**src/rtl/alu_req_arbiter.sv**
```systemverilog
`default_nettype none
// ============================================================================
//  Module      : alu_req_arbiter
//  Description : Shares one sequential ALU (start/finish handshake) between
//                two requesters. Round-robin arbitration, operand latching,
//                divide-by-zero short-circuit and WAIT timeout handling.
//  Ports       : clk, rst_b (async, active-high)
//                req0/1, op0/1, x0/y0, x1/y1   - requester inputs
//                ack0/1, res0/1, err0/1        - per-requester responses
//                alu_start, alu_s, alu_x, alu_y, alu_finish, alu_res - ALU side
//                busy, owner                   - status
//  Revision    : 1.0 - initial release
// ============================================================================
module alu_req_arbiter #(
    parameter int W       = 8,
    parameter int TIMEOUT = 63
) (
    input  logic           clk,
    input  logic           rst_b,
    input  logic           req0,
    input  logic           req1,
    input  logic [1:0]     op0,
    input  logic [1:0]     op1,
    input  logic [W-1:0]   x0,
    input  logic [W-1:0]   y0,
    input  logic [W-1:0]   x1,
    input  logic [W-1:0]   y1,
    output logic           ack0,
    output logic           ack1,
    output logic [2*W-1:0] res0,
    output logic [2*W-1:0] res1,
    output logic           err0,
    output logic           err1,
    output logic           alu_start,
    output logic [1:0]     alu_s,
    output logic [W-1:0]   alu_x,
    output logic [W-1:0]   alu_y,
    input  logic           alu_finish,
    input  logic [2*W-1:0] alu_res,
    output logic           busy,
    output logic           owner
);

    localparam logic [1:0] S_IDLE  = 2'd0;
    localparam logic [1:0] S_START = 2'd1;
    localparam logic [1:0] S_WAIT  = 2'd2;
    localparam logic [1:0] S_RESP  = 2'd3;

    localparam logic [1:0] C_OP_DIV  = 2'b11;
    // Counter value in the last permitted WAIT cycle (counter counts from 0).
    localparam logic [7:0] C_TO_LAST = 8'(TIMEOUT - 1);

    logic [1:0]     r_state;
    logic [1:0]     w_next;
    logic           r_ptr;
    logic [7:0]     r_cnt;

    logic           w_grant_vld;
    logic           w_gnt;
    logic [1:0]     w_op;
    logic [W-1:0]   w_x;
    logic [W-1:0]   w_y;
    logic           w_div0;
    logic           w_timeout;
    logic           w_ld_en;
    logic           w_ld_port;
    logic [2*W-1:0] w_ld_res;
    logic           w_ld_err;

    // Arbitration: a lone request wins outright, a tie goes to the pointer.
    assign w_grant_vld = req0 | req1;
    assign w_gnt       = (req0 & req1) ? r_ptr : req1;
    assign w_op        = w_gnt ? op1 : op0;
    assign w_x         = w_gnt ? x1  : x0;
    assign w_y         = w_gnt ? y1  : y0;
    assign w_div0      = (w_op == C_OP_DIV) && (w_y == '0);
    assign w_timeout   = (r_cnt == C_TO_LAST);

    // Result/error load happens on the transition into RESP. In IDLE the
    // owner register is not yet updated, so the fresh grant index is used.
    always_comb begin
        w_ld_en   = 1'b0;
        w_ld_port = owner;
        w_ld_res  = '0;
        w_ld_err  = 1'b1;
        case (r_state)
            S_IDLE: begin
                w_ld_port = w_gnt;
                w_ld_en   = w_grant_vld && w_div0;
            end
            S_WAIT: begin
                // Finish takes priority over a coincident timeout.
                if (alu_finish) begin
                    w_ld_en  = 1'b1;
                    w_ld_res = alu_res;
                    w_ld_err = 1'b0;
                end else begin
                    w_ld_en  = w_timeout;
                end
            end
            default: ;
        endcase
    end

    // State register
    always_ff @(posedge clk or posedge rst_b) begin
        if (rst_b) begin
            r_state <= S_IDLE;
        end else begin
            r_state <= w_next;
        end
    end

    // Next-state logic
    always_comb begin
        w_next = r_state;
        case (r_state)
            S_IDLE: begin
                if (w_grant_vld) begin
                    w_next = w_div0 ? S_RESP : S_START;
                end
            end
            S_START: w_next = S_WAIT;
            S_WAIT: begin
                if (alu_finish || w_timeout) begin
                    w_next = S_RESP;
                end
            end
            S_RESP:  w_next = S_IDLE;
            default: w_next = S_IDLE;
        endcase
    end

    // Moore output decodes
    always_comb begin
        alu_start = (r_state == S_START);
        busy      = (r_state != S_IDLE);
        ack0      = (r_state == S_RESP) && (owner == 1'b0);
        ack1      = (r_state == S_RESP) && (owner == 1'b1);
    end

    // Datapath registers
    always_ff @(posedge clk or posedge rst_b) begin
        if (rst_b) begin
            r_ptr <= 1'b0;
            r_cnt <= '0;
            owner <= 1'b0;
            alu_s <= '0;
            alu_x <= '0;
            alu_y <= '0;
            res0  <= '0;
            res1  <= '0;
            err0  <= 1'b0;
            err1  <= 1'b0;
        end else begin
            if ((r_state == S_IDLE) && w_grant_vld) begin
                alu_s <= w_op;
                alu_x <= w_x;
                alu_y <= w_y;
                owner <= w_gnt;
                r_ptr <= ~w_gnt;
            end
            if (r_state == S_START) begin
                r_cnt <= '0;
            end else if ((r_state == S_WAIT) && !alu_finish && !w_timeout) begin
                r_cnt <= r_cnt + 8'd1;
            end
            if (w_ld_en) begin
                if (w_ld_port) begin
                    res1 <= w_ld_res;
                    err1 <= w_ld_err;
                end else begin
                    res0 <= w_ld_res;
                    err0 <= w_ld_err;
                end
            end
        end
    end

endmodule
`default_nettype wire
```
**config.mk**
```make
export PLATFORM = sky130hd
export DESIGN_NAME = alu_req_arbiter
export DESIGN_NICKNAME = d
export VERILOG_FILES = /design/src/rtl/alu_req_arbiter.sv
export SDC_FILE = /design/constraint.sdc
export NUM_CORES = 1
export LEC_CHECK = 0
export CAP_MARGIN = 20
export CORE_UTILIZATION = 35
export CTS_CLUSTER_DIAMETER = 50
export CTS_CLUSTER_SIZE = 12
export DETAILED_ROUTE_END_ITERATION = 10
export GPL_TIMING_DRIVEN = 0
export PLACE_DENSITY = 0.7
export SETUP_SLACK_MARGIN = 0.05
export SLEW_MARGIN = 30
export SYNTH_ARGS = -nofsm -noshare
export SYNTH_HDL_FRONTEND = slang
export SYNTH_SLANG_ARGS = --single-unit
export TNS_END_PERCENT = 50
```
**constraint.sdc**
```tcl
create_clock -name clk -period 2.2 [get_ports clk]
set_clock_uncertainty 0.05 [all_clocks]
set_input_delay 0.44 -clock clk [delete_from_list [all_inputs] [get_ports clk]]
set_output_delay 0.44 -clock clk [all_outputs]
set_load 0.005 [all_outputs]
```
==> results by group <==
Synthesis
  – Seq/Total Area, Yosys: 0.4482
  – Mapped Area: 0.003573 sq mm
  – Most common cell in the netlist: dfrtp_1
  – Post-synthesis cell type count: 43
  – Post-synthesis async set-or-reset flop share: 1.000
  – Cell count after synthesis: 371
  – Synth cell count leaders: 64 x dfrtp_1, 38 x nand2_1, 26 x clkbuf_1, 22 x and2_1, 22 x o21ai_0
  – Register bit total from synthesis: 64
  – Ys flop type: dfrtp_1
  – Synth Area per Inst: 9.632 sq um
  – Top cell type's share of synthesized area: 0.4482
  – Leading area contributor after synthesis: dfrtp_1
  – Synth top area cells: dfrtp_1 45%, o2111ai_1 4.4%, a211oi_1 4.2%
  – Synth warn: 0
  – Syn Nets: 434
  – Post-synth EDFFs: 0

Critical path
  – RR Endpoint: res1[8]
  – Crit path required time: 2.40 ns
  – CP Capture Type: flip-flop
  – Buf+Inv Stages, Crit Path: 3
  – Crit-path max FO: 5
  – Crit path max-delay family: buffers and inverters
  – CP max-delay cell: clkdlybuf4s50_1
  – Crit path launch type: primary input
  – FF-to-FF Start: r_state[1]
  – CP Depth: 7
  – Crit path DAT: 2.34 ns
  – Max stage delay on crit path: 0.44 ns
  – R2r setup slk: 0.09 ns
  – Worst Reg-to-Reg Cells: 7
  – Crit-path cells: clkdlybuf4s50_1 -> nor4_2 -> nand3b_1 -> or4_4 -> buf_8 -> bufbuf_16 -> a31o_1
  – Setup Crit Path Kind: primary input to flip-flop

GRT
  – Vias in the first global route: 3412
  – Global-route wire length before repair: 16.93 mm
  – GRT Residual Overflow: 0
  – Initial antenna violation count: 0
  – GRT Total Usage: 0.2127
  – Largest net degree at the start of global routing: 48

Power and ir drop
  – Pwr Density: 1107 mW/mm^2
  – Internal Power: 0.003755 W
  – Psw: 0.002152 W
  – Power share of the clock group: 0.174
  – Leakage power: 2.123 nW
  – Seq pwr share: 0.314
  – Sw Share: 0.3643
  – Pwr Total: 0.005907 W
  – Worst ir drop on vdd: 0.4965 mV
  – Comb pwr share: 0.512

Flow run
  – Count of maximum capacitance violations: 0

Clocking
  – Clock transition at path regs: 0.08 ns
  – Clk root buf: clkbuf_8
  – Cts hold-fix bufs: 0
  – Htree depth: 3
  – Clk_lat worst skew: 0.36 ns
  – TritonCTS buffer count: 9
  – Sink Count: 64
  – CTS tree: done
  – CTS Buffer Depth: 2

STA
  – Unrepaired setup endpoints after global routing: true
  – # setup viols final: 0
  – FMAX: 467.4 MHz
  – Worst-Margin Slew: 0.5502 ns
  – Fin crit share: 0.9724
  – Hold slack: 0.3183 ns
  – Min Tclk post-route: 2.139 ns
  – Final hold viol count: 0
  – Max-slew violations: 0
  – Slew margin rel.: 0.6332

Floorplanning
  – Rows: 36
  – Die ar.: 0.01062 sq mm
  – Die H: 103.0 um
  – Initial core utilization: 0.3639
  – Number of top-level pins: 114
  – Die width: 103.0 um
  – Core box area: 0.009819 sq mm

Finish
  – Layout cells sized above 1: 0.1484
  – Diodes inserted: 0
  – Fillers: 901
  – Fin nets: 570
  – Layout area overhead: 49.33%
  – Core Util, Final: 0.5435

Place
  – # port buffers: 113
  – GPL Wtd Cong: 0.8441
  – Detail Placement HPWL: 7.858 mm

Routing
  – Post-route ant nets: 0
  – Final WL: 10.78 mm
  – 1st-pass router iterations: 4
  – # DRC: 0
  – Via count: 3523
  – Via-to-Cell Ratio: 5.462
  – Drt wl/cell: 16.71 um
  – Initial DRC Count: 175

Run status
  – Status: finished clean

Worst hold path
  – HP Class: primary input to asynchronous set/reset pin
[through the flow]
stage | setup WS [ns] | area (sq um) | TNS [ns] | cells
2_1_floorplan | 0.07712 | 3573 | 0 | 371
3_3_place_gp | -1.051 | 4871 | -84.69 | 617
3_5_place_dp | -0.4753 | 4901 | -19.00 | 618
4_1_cts | 0.02532 | 5211 | 0 | 638
5_1_grt | 0.008959 | 5336 | 0 | 645
6_report | 0.06066 | 5336 | 0 | 645
[cell type report]
type,instances,area (sq um),share of cell area
Buffer,33,178.9,0.03353
Inverter,9,41.29,0.007737
Tap cell,133,166.4,0.03118
Multi-Input combinational cell,263,1867,0.3498
Timing Repair Buffer,127,1282,0.2403
Clock inverter,6,70.07,0.01313
Sequential cell,64,1603,0.3004
Clock buffer,10,127.6,0.02392
[routing by layer]
| metal | up-vias | track usage | share of wire |
|---|---|---|---|
| met5 | - | 0 | 0 |
| met4 | 0 | 0.07367 | 0.016 |
| met3 | 16 | 0.04542 | 0.062 |
| met2 | 139 | 0.3395 | 0.47 |
| met1 | 1703 | 0.2868 | 0.45 |
| li1 | 1665 | - | - |
[cell usage in the layout (no fill, tap or decap), types with 4 or more instances in the layout]
cell type and n:
and2_1 22, clkbuf_1 14, a221oi_1 14, nand2_1 38, a31o_1 9, inv_1 5
buf_4 12, mux2i_1 10, dfrtp_1 63, clkbuf_8 10, a31o_2 7, nor2b_1 20
nor2_1 11, clkdlybuf4s50_1 106, o21ai_0 22, nand3_1 18, buf_2 6, xnor2_1 4
a32oi_1 9, a211oi_1 20, clkbuf_2 10, o2111ai_1 17
[what timing repair did]
action,in CTS,in global routing
cloned,1,0
pin swaps,5,5
gates resized for setup,23,32
setup endpoints to repair,38,47
setup buffers,5,7
[sequential cells by signal, summed over array words and instances (netlist names)]
name,count
res0,16
res1,16
alu_x,8
alu_y,8
r_cnt,8
alu_s,2
r_state,2
err0,1
err1,1
owner,1
r_ptr,1
[power groups by stage]
stage                     Combinational, W  Clock [W]  Sequential, W
after floorplan                    0.00149          0        0.00186
after global placement             0.00273          0        0.00186
after detailed placement           0.00281          0        0.00187
after CTS                          0.00292    0.00103        0.00186
after global routing               0.00332    0.00109        0.00192
final                              0.00303    0.00102        0.00186
[how the worst max path moves through the flow]
stage	from	end	slack, ns
3_5_place_dp	y1[4]	res1[6]	-0.48
2_1_floorplan	r_state[1]	res1[10]	0.08
6_report	y1[5]	res1[8]	0.06
5_1_grt	r_state[1]	res0[15]	0.009
3_3_place_gp	rst_b	res0[2]	-1.05
4_1_cts	y1[1]	res1[8]	0.03
[cells by family (layout without fill, tap and decap cells)]
group                      after synthesis  after routing  share of synthesized area
and+or+nand+nor                        126            126                     0.1863
adders and majority gates                6              6                    0.02101
xor gates and xnor gates                 7              7                    0.01716
buffers and inverters                   44            185                    0.05602
AOI/OAI and AO/OA                      114            114                     0.2433
DFF                                     64             64                     0.4482
muxes                                   10             10                    0.02801
Power figures use the tool's default switching activity.
